### config.mk
export PLATFORM = sky130hd
export DESIGN_NAME = swerv_trace_fifo
export DESIGN_NICKNAME = d
export VERILOG_FILES = /design/src/rtl/swerv_types_pkg.sv /design/src/rtl/trace_fifo_mem.sv /design/src/rtl/swerv_trace_fifo.sv
export SDC_FILE = /design/constraint.sdc
export NUM_CORES = 2
export LEC_CHECK = 0
export CAP_MARGIN = 25
export CORE_MARGIN = 2
export CORE_UTILIZATION = 35
export DETAILED_ROUTE_END_ITERATION = 10
export PLACE_DENSITY = 0.62
export RECOVER_POWER = 100
export SETUP_SLACK_MARGIN = 0.02
export SLEW_MARGIN = 25
export SYNTH_ARGS = -nofsm -noshare
export SYNTH_HDL_FRONTEND = slang
export SYNTH_SLANG_ARGS = --single-unit
### constraint.sdc
create_clock -name clk -period 39 [get_ports clk]
set_clock_uncertainty 0.1 [all_clocks]
set_input_delay 9.75 -clock clk [delete_from_list [all_inputs] [get_ports clk]]
set_output_delay 9.75 -clock clk [all_outputs]
set_load 0.01 [all_outputs]
### src/rtl/swerv_types_pkg.sv
// swerv_types: shared retire-trace packet types
package swerv_types;
   typedef struct packed {
      logic        valid;
      logic        exception;
      logic        interrupt;
      logic [31:0] insn;
      logic [31:0] address;
   } trace_lane_t;
   typedef struct packed {
      logic [4:0]  ecause;
      logic [31:0] tval;
      logic        ovf;
   } trace_hdr_t;
   localparam int LANE_W = $bits(trace_lane_t);
   localparam int HDR_W  = $bits(trace_hdr_t);
endpackage

### src/rtl/trace_fifo_mem.sv
// trace_fifo_mem: flop array with one write port and one asynchronous read port
module trace_fifo_mem #(
   parameter int WIDTH = 8,
   parameter int DEPTH = 8,
   localparam int AW = $clog2(DEPTH)
) (
   input  logic             clk,
   input  logic             we,
   input  logic [AW-1:0]    waddr,
   input  logic [WIDTH-1:0] wdata,
   input  logic [AW-1:0]    raddr,
   output logic [WIDTH-1:0] rdata
);
   logic [WIDTH-1:0] mem [DEPTH];
   always_ff @(posedge clk)
      if (we) mem[waddr] <= wdata;
   assign rdata = mem[raddr];
endmodule

### src/rtl/swerv_trace_fifo.sv
// swerv_trace_fifo: retire-trace packet buffer with drop/backpressure overflow handling
module swerv_trace_fifo
   import swerv_types::*;
#(
   parameter int NUM_LANES  = 3,
   parameter int DEPTH      = 8,
   parameter int STALL_MODE = 0,
   parameter int CNT_W      = 16
) (
   input  logic                      clk,
   input  logic                      rst,
   input  logic [NUM_LANES-1:0]      in_valid_ip,
   input  logic [32*NUM_LANES-1:0]   in_insn_ip,
   input  logic [32*NUM_LANES-1:0]   in_address_ip,
   input  logic [NUM_LANES-1:0]      in_exception_ip,
   input  logic [NUM_LANES-1:0]      in_interrupt_ip,
   input  logic [4:0]                in_ecause_ip,
   input  logic [31:0]               in_tval_ip,
   output logic                      in_ready,
   output logic                      out_valid,
   input  logic                      out_ready,
   output logic [NUM_LANES-1:0]      out_valid_ip,
   output logic [32*NUM_LANES-1:0]   out_insn_ip,
   output logic [32*NUM_LANES-1:0]   out_address_ip,
   output logic [NUM_LANES-1:0]      out_exception_ip,
   output logic [NUM_LANES-1:0]      out_interrupt_ip,
   output logic [4:0]                out_ecause_ip,
   output logic [31:0]               out_tval_ip,
   output logic                      out_ovf,
   input  logic                      flush,
   input  logic                      clr_drop_cnt,
   output logic [CNT_W-1:0]          drop_cnt,
   output logic [$clog2(DEPTH):0]    level
);
   localparam int AW = $clog2(DEPTH);
   localparam int LW = AW + 1;
   localparam int EW = HDR_W + NUM_LANES * LANE_W;
   localparam logic [LW-1:0] FULL_LVL = LW'(DEPTH);
   logic [AW-1:0] wr_ptr, rd_ptr;
   logic [LW-1:0] lvl;
   logic          ovf_pending;
   logic [EW-1:0] wdata, rdata, rd;
   logic          push_req, full, accept, drop, pop;
   trace_hdr_t    hdr;
   trace_lane_t   lane;
   assign push_req  = |in_valid_ip;
   assign full      = lvl == FULL_LVL;
   assign in_ready  = (STALL_MODE != 0) ? !full : 1'b1;
   assign out_valid = lvl != '0;
   assign accept    = push_req && !full && !flush;
   assign drop      = (STALL_MODE == 0) && push_req && full && !flush;
   assign pop       = out_valid && out_ready && !flush;
   assign level     = lvl;
   always_ff @(posedge clk) begin
      if (rst) begin
         wr_ptr      <= '0;
         rd_ptr      <= '0;
         lvl         <= '0;
         ovf_pending <= 1'b0;
         drop_cnt    <= '0;
      end else begin
         if (flush) begin
            wr_ptr <= '0;
            rd_ptr <= '0;
            lvl    <= '0;
            if (out_valid || push_req) ovf_pending <= 1'b1;
         end else begin
            wr_ptr <= wr_ptr + AW'(accept);
            rd_ptr <= rd_ptr + AW'(pop);
            lvl    <= lvl + LW'(accept) - LW'(pop);
            ovf_pending <= drop ? 1'b1 : accept ? 1'b0 : ovf_pending;
         end
         if (clr_drop_cnt) drop_cnt <= CNT_W'(drop);
         else if (drop && drop_cnt != '1) drop_cnt <= drop_cnt + 1'b1;
      end
   end
   always_comb begin
      wdata = '0;
      wdata[EW-1 -: HDR_W] = {in_ecause_ip, in_tval_ip, ovf_pending};
      for (int i = 0; i < NUM_LANES; i++)
         wdata[i*LANE_W +: LANE_W] = {in_valid_ip[i], in_exception_ip[i], in_interrupt_ip[i],
                                      in_insn_ip[i*32 +: 32], in_address_ip[i*32 +: 32]};
   end
   trace_fifo_mem #(.WIDTH(EW), .DEPTH(DEPTH)) u_mem (
      .clk   (clk),
      .we    (accept),
      .waddr (wr_ptr),
      .wdata (wdata),
      .raddr (rd_ptr),
      .rdata (rdata)
   );
   // empty FIFO presents an all-zero packet rather than stale array contents
   always_comb begin
      rd               = out_valid ? rdata : '0;
      hdr              = trace_hdr_t'(rd[EW-1 -: HDR_W]);
      out_ecause_ip    = hdr.ecause;
      out_tval_ip      = hdr.tval;
      out_ovf          = hdr.ovf;
      lane             = '0;
      out_valid_ip     = '0;
      out_exception_ip = '0;
      out_interrupt_ip = '0;
      out_insn_ip      = '0;
      out_address_ip   = '0;
      for (int i = 0; i < NUM_LANES; i++) begin
         lane                   = trace_lane_t'(rd[i*LANE_W +: LANE_W]);
         out_valid_ip[i]        = lane.valid;
         out_exception_ip[i]    = lane.exception;
         out_interrupt_ip[i]    = lane.interrupt;
         out_insn_ip[i*32 +: 32]    = lane.insn;
         out_address_ip[i*32 +: 32] = lane.address;
      end
   end
endmodule

; ---- Yosys cells after proc, flatten, opt, wreduce, memory -nomap -nowiden
; Memories as Yosys holds them, arrays and structs flattened. A register that Yosys moved wholly into a read port is not among the register bits.
; Index checks and enable logic that the tools add are counted.
[totals]
ramBits = 1912
regBits = 27
wordCells = 42
mem_count = 1
romBits = 0
latchBits = 0
inputBits = 243
output_inout_bits = 261
[mem_list]
columns = memory, depth, width, rd, rd_ports_with_merged_regs, wr, line_no
row1 = u_mem.mem, 8, 239, 1, 1, 1, trace_fifo_mem.sv:14  ; logic [WIDTH-1:0] mem [DEPTH];
[classes]
n_bitwise = 0
mux = 10
eq_ne = 3
n_lt_le_gt_ge = 0
addsub = 5
n_mul = 0
n_shift = 0
reduce_logical = 17
n_div = 0
[op_table]
columns = operator, n
row1 = $mux 239, 1
row2 = $add 16x1->16 const B, 1
row3 = $ne 16x16->1 const B, 1
row4 = $mux 1, 8
row5 = $logic_and 1x1->1, 7
row6 = $add 3x1->3, 2
row7 = $add 4x1->4, 1
row8 = $eq 4x4->1 const B, 1
row9 = $reduce_bool 4->1, 1
row10 = $reduce_or 2->1, 2
row11 = $sub 4x1->4, 1
row12 = $mux 3, 1
row13 = $reduce_bool 3->1, 1
row14 = $reduce_or 3->1, 1
row15 = $logic_not 1->1, 2
row16 = $ne 2x1->1 const B, 1
row17 = $reduce_and 2->1, 1
row18 = $reduce_bool 2->1, 1
row19 = $logic_or 1x1->1, 1

; ---- Longest topological paths before layout
[logic_depth]
depth_word = 7
depth_mapped = 13
depth_no_buf = 11

; ---- By module
; A second synthesis with hierarchy kept.
[unflattened]
cells_unflattened = 3205
hier_area_um2 = 74843.0
[by_module_without_submodules]
columns = module, n_inst, cells_per_inst, seq_area_each_um2, area_per_inst_um2
row1 = trace_fifo_mem, 1, 2775, 57415.1, 71801.4
row2 = swerv_trace_fifo, 1, 430, 540.5, 3041.7

; ---- Worst setup path after synthesis
; Ideal clock, no wire load.
[synth_timing]
path_kind = input to register
from = in flush
to = mem u_mem.mem[0][0] (netlist bit) (enable)
setup_time_ns = 1.423
path_slack_ns = 4.550
t_arrival_ns = 32.927
cell_stages = 4
cell_sequence = buf_6 or3_2 clkbuf_1 nor4_1
[synth_between]
elab_chain_len = 4
[synth_lines]
columns = element, line_no
row1 = "start, declared", swerv_trace_fifo.sv:30  ; input logic flush,
row2 = $logic_not 1->1, swerv_trace_fifo.sv:50  ; assign accept = push_req && !full && !flush;
row3 = $logic_and 1x1->1, swerv_trace_fifo.sv:50
row4 = $mux 1, trace_fifo_mem.sv:16  ; if (we) mem[waddr] <= wdata;
row5 = $mux 1 (implied by the code), trace_fifo_mem.sv:16
row6 = "end, declared", trace_fifo_mem.sv:14
; No other way between the ends.

==> results.toml <==
[clock_network]
cts_buffers = 195
htreeDepth = 4
clkLatencyLatePin_ns = 0.84
cts_setup_buffers = 0
cts.path.max_buffers = 3
cts_num_sinks = 1939
cts_resized = 0
root_buffer = "clkbuf_16"
cts_tree = "yes"
path_clk_slew_ns = 0.06
cts_hold_buf = 0

[final_layout]
final_cell_mix = "edfxtp_1, dlygate4sd3_1, mux4_2"
nNetsFinal = 4059
final_common_cell = "edfxtp_1"
drive_gt1_share_pct = 19.8
syn2layout_area_growth_pct = 19.7
fin_area_sq_um = 88200

[placement]
hpwl_um = 91700
globalplace.congestion = 0.745
dpl_cell_area_sq_um = 82200
io_buffers = 502

[worst_setup_path]
crit_end = "out_address_ip[76]"
cp-startpoint = "rd_ptr[0]"
crit-reg2reg-launch = "level[2]"
critPathLaunchType = "flop"
r2r_end = "level[2]"
worstPathRequired_ns = 29.15
reg2reg_depth = 11
crit_arrival_ns = 15.36
cp_max_fo = 45
regToRegSetupSlack_ns = 26.23
path_class = "flop to output pin"
crit_path_end_kind = "output pin"

[pwr]
p_int_uw = 3480
p_switching_uw = 953
swShare_pct = 21.5
power_frac_seq_pct = 52.7
peakVddDrop_uv = 42.9
powerDensity_nw_per_um2 = 50.3
pwr-share-comb_pct = 6.0
clkPwrFrac_pct = 41.3
leakage_uw = 0.0269

[route]
wirelength_um = 167000
wl_per_cell_um = 24.6
drtPass1Iterations = 5
drc = 0
final_antenna_net_count = 0
routed-via-count = 34500
drt_iter0_drc = 2865
vias_per_cell = 5.09

[die]
num_rows = 168
start_util_pct = 35.2
die_w_um = 463
die_h_um = 463
core-area_sq_um = 209000
ioPinCount = 504
dieArea_sq_um = 214000

[hold_path]
hp-start = "drop_cnt[14]"
min_path_type = "flop to flop"

[synthesis]
yosysTopAreaCell = "edfxtp_1"
netlist.area_leader.share_pct = 77.9
ys_seq_area_share_pct = 78.7
synth_area_sq_um = 73700
synth.distinct_cells = 44
synthTopCellsByArea = "edfxtp_1, mux4_2, mux2i_1"
synth-async-reset-ratio_pct = 0
synth-edff-count = 1912
synthCells = 3204
syn_area_per_cell_sq_um = 23.0
synth_top_flop_cell = "edfxtp_1"
synth_nets = 3459
synth_warnings = 0
synth_seq_cells = 1939

[sta]
tns_ns = 0
drv_slew = 2558
worst_pin_slew_ns = 9.17
fin_hold_ws_ns = 0.402
relSlewSlack_pct = -512
rsz0062_at_grt = "no"
hold_viol_final = 0
fmax_mhz = 39.7
fin_crit_ns = 25.21
finalSetupViolations = 0
fin_crit_sh_pct = 64.6

[global_route]
overflow = 0
use_met3_pct = 4.02
antenna_found_initial = 84
grt_use_met2_pct = 24.8
grt_pass1_vias = 35800
grt.met1_usage_pct = 20.3
grt_pass1_wl_um = 244000
globalRoute.busiestLayer = "met2"
grt_use_total_pct = 15.3
grt_max_degree = 133

[outcome]
status = "complete, but fails checks"
violations = "capacitance limit, slew limit"

[flow_run]
cap_violations = 55
==> worst min-delay path by stage <==
stage	endpoint	cells after the start
after global routing	drop_cnt[14]	2
final	drop_cnt[14]	2
after detailed placement	drop_cnt[14]	2
after floorplan	drop_cnt[15]	2
after global placement	drop_cnt[14]	2
after CTS	drop_cnt[14]	2
==> flip-flops by register name, indices dropped and copies added (netlist names) <==
signal / count
drop_cnt: 16
level: 4
ovf_pending: 1
rd_ptr: 3
u_mem.mem: 1912
wr_ptr: 3
==> layer usage <==
| metal | wire length [um] | vias to the layer above |
|---|---|---|
| met5 | 373 | - |
| li1 | - | 14600 |
| met3 | 11200 | 386 |
| met2 | 81100 | 1053 |
| met1 | 69200 | 18400 |
| met4 | 4910 | 60 |
==> per-stage QoR <==
| step | std cells | setup WS, ns | utilization, % | total power [uW] |
|---|---|---|---|---|
| after floorplan | 3204 | 4.55 | - | 2510 |
| after global placement | 6409 | 23.02 | 39.2 | 2660 |
| after detailed placement | 6410 | 23.00 | 39.2 | 2660 |
| after CTS | 6766 | 22.06 | 42.3 | 4500 |
| after global routing | 6774 | 11.31 | 42.1 | 4590 |
| final | 6783 | 13.79 | 42.1 | 4440 |
==> final cells by class <==
class	count	area, sq um
fillers	18100	121000
diodes	15	37.5
clock inverters	121	1280
flip-flops and latches	1939	58000
well taps	2805	3510
inverters	9	33.8
clock buffers	235	5030
repair buffers	573	5430
multi-input cells	1086	15000
==> power groups by stage <==
| stage | clock, uW | combinational [uW] | sequential (uW) |
|---|---|---|---|
| 2_1_floorplan | 0 | 114 | 2400 |
| 3_3_place_gp | 0 | 280 | 2380 |
| 3_5_place_dp | 0 | 282 | 2380 |
| 4_1_cts | 1880 | 284 | 2330 |
| 5_1_grt | 1960 | 287 | 2340 |
| 6_report | 1830 | 265 | 2340 |
==> cells in the mapped netlist (all sizes together), types with 4 or more instances <==
library cell	instances
a21oi	13
mux2i	239
or3	6
xnor2	4
nand3	9
nand2	8
o31ai	10
nor2	246
inv	9
ha	11
clkbuf	82
dfxtp	27
buf	88
edfxtp	1912
nor3	10
mux4	478
and2	9
and4	5
or4	9
==> kinds of logic after synthesis <==
logic type / share of synthesized area (%)
flip-flops: 78.7
other: 0.00509
adder cells (fa/ha/maj): 0.214
XOR/XNOR: 0.0475
AND/OR/NAND/NOR: 1.87
buffers and inverters: 1.03
AO/OA/AOI/OAI: 0.333
multiplexers: 17.9
==> critical path, stage by stage (launching register included) <==
cell	delay, ns
dfxtp_1	2.42
clkbuf_1	2.54
clkbuf_1	2.02
clkbuf_1	2.67
clkbuf_1	2.73
mux4_2	0.74
mux2i_1	0.29
nor2_1	0.07
dlygate4sd3_1	0.90
Power figures use the tool's default switching activity.
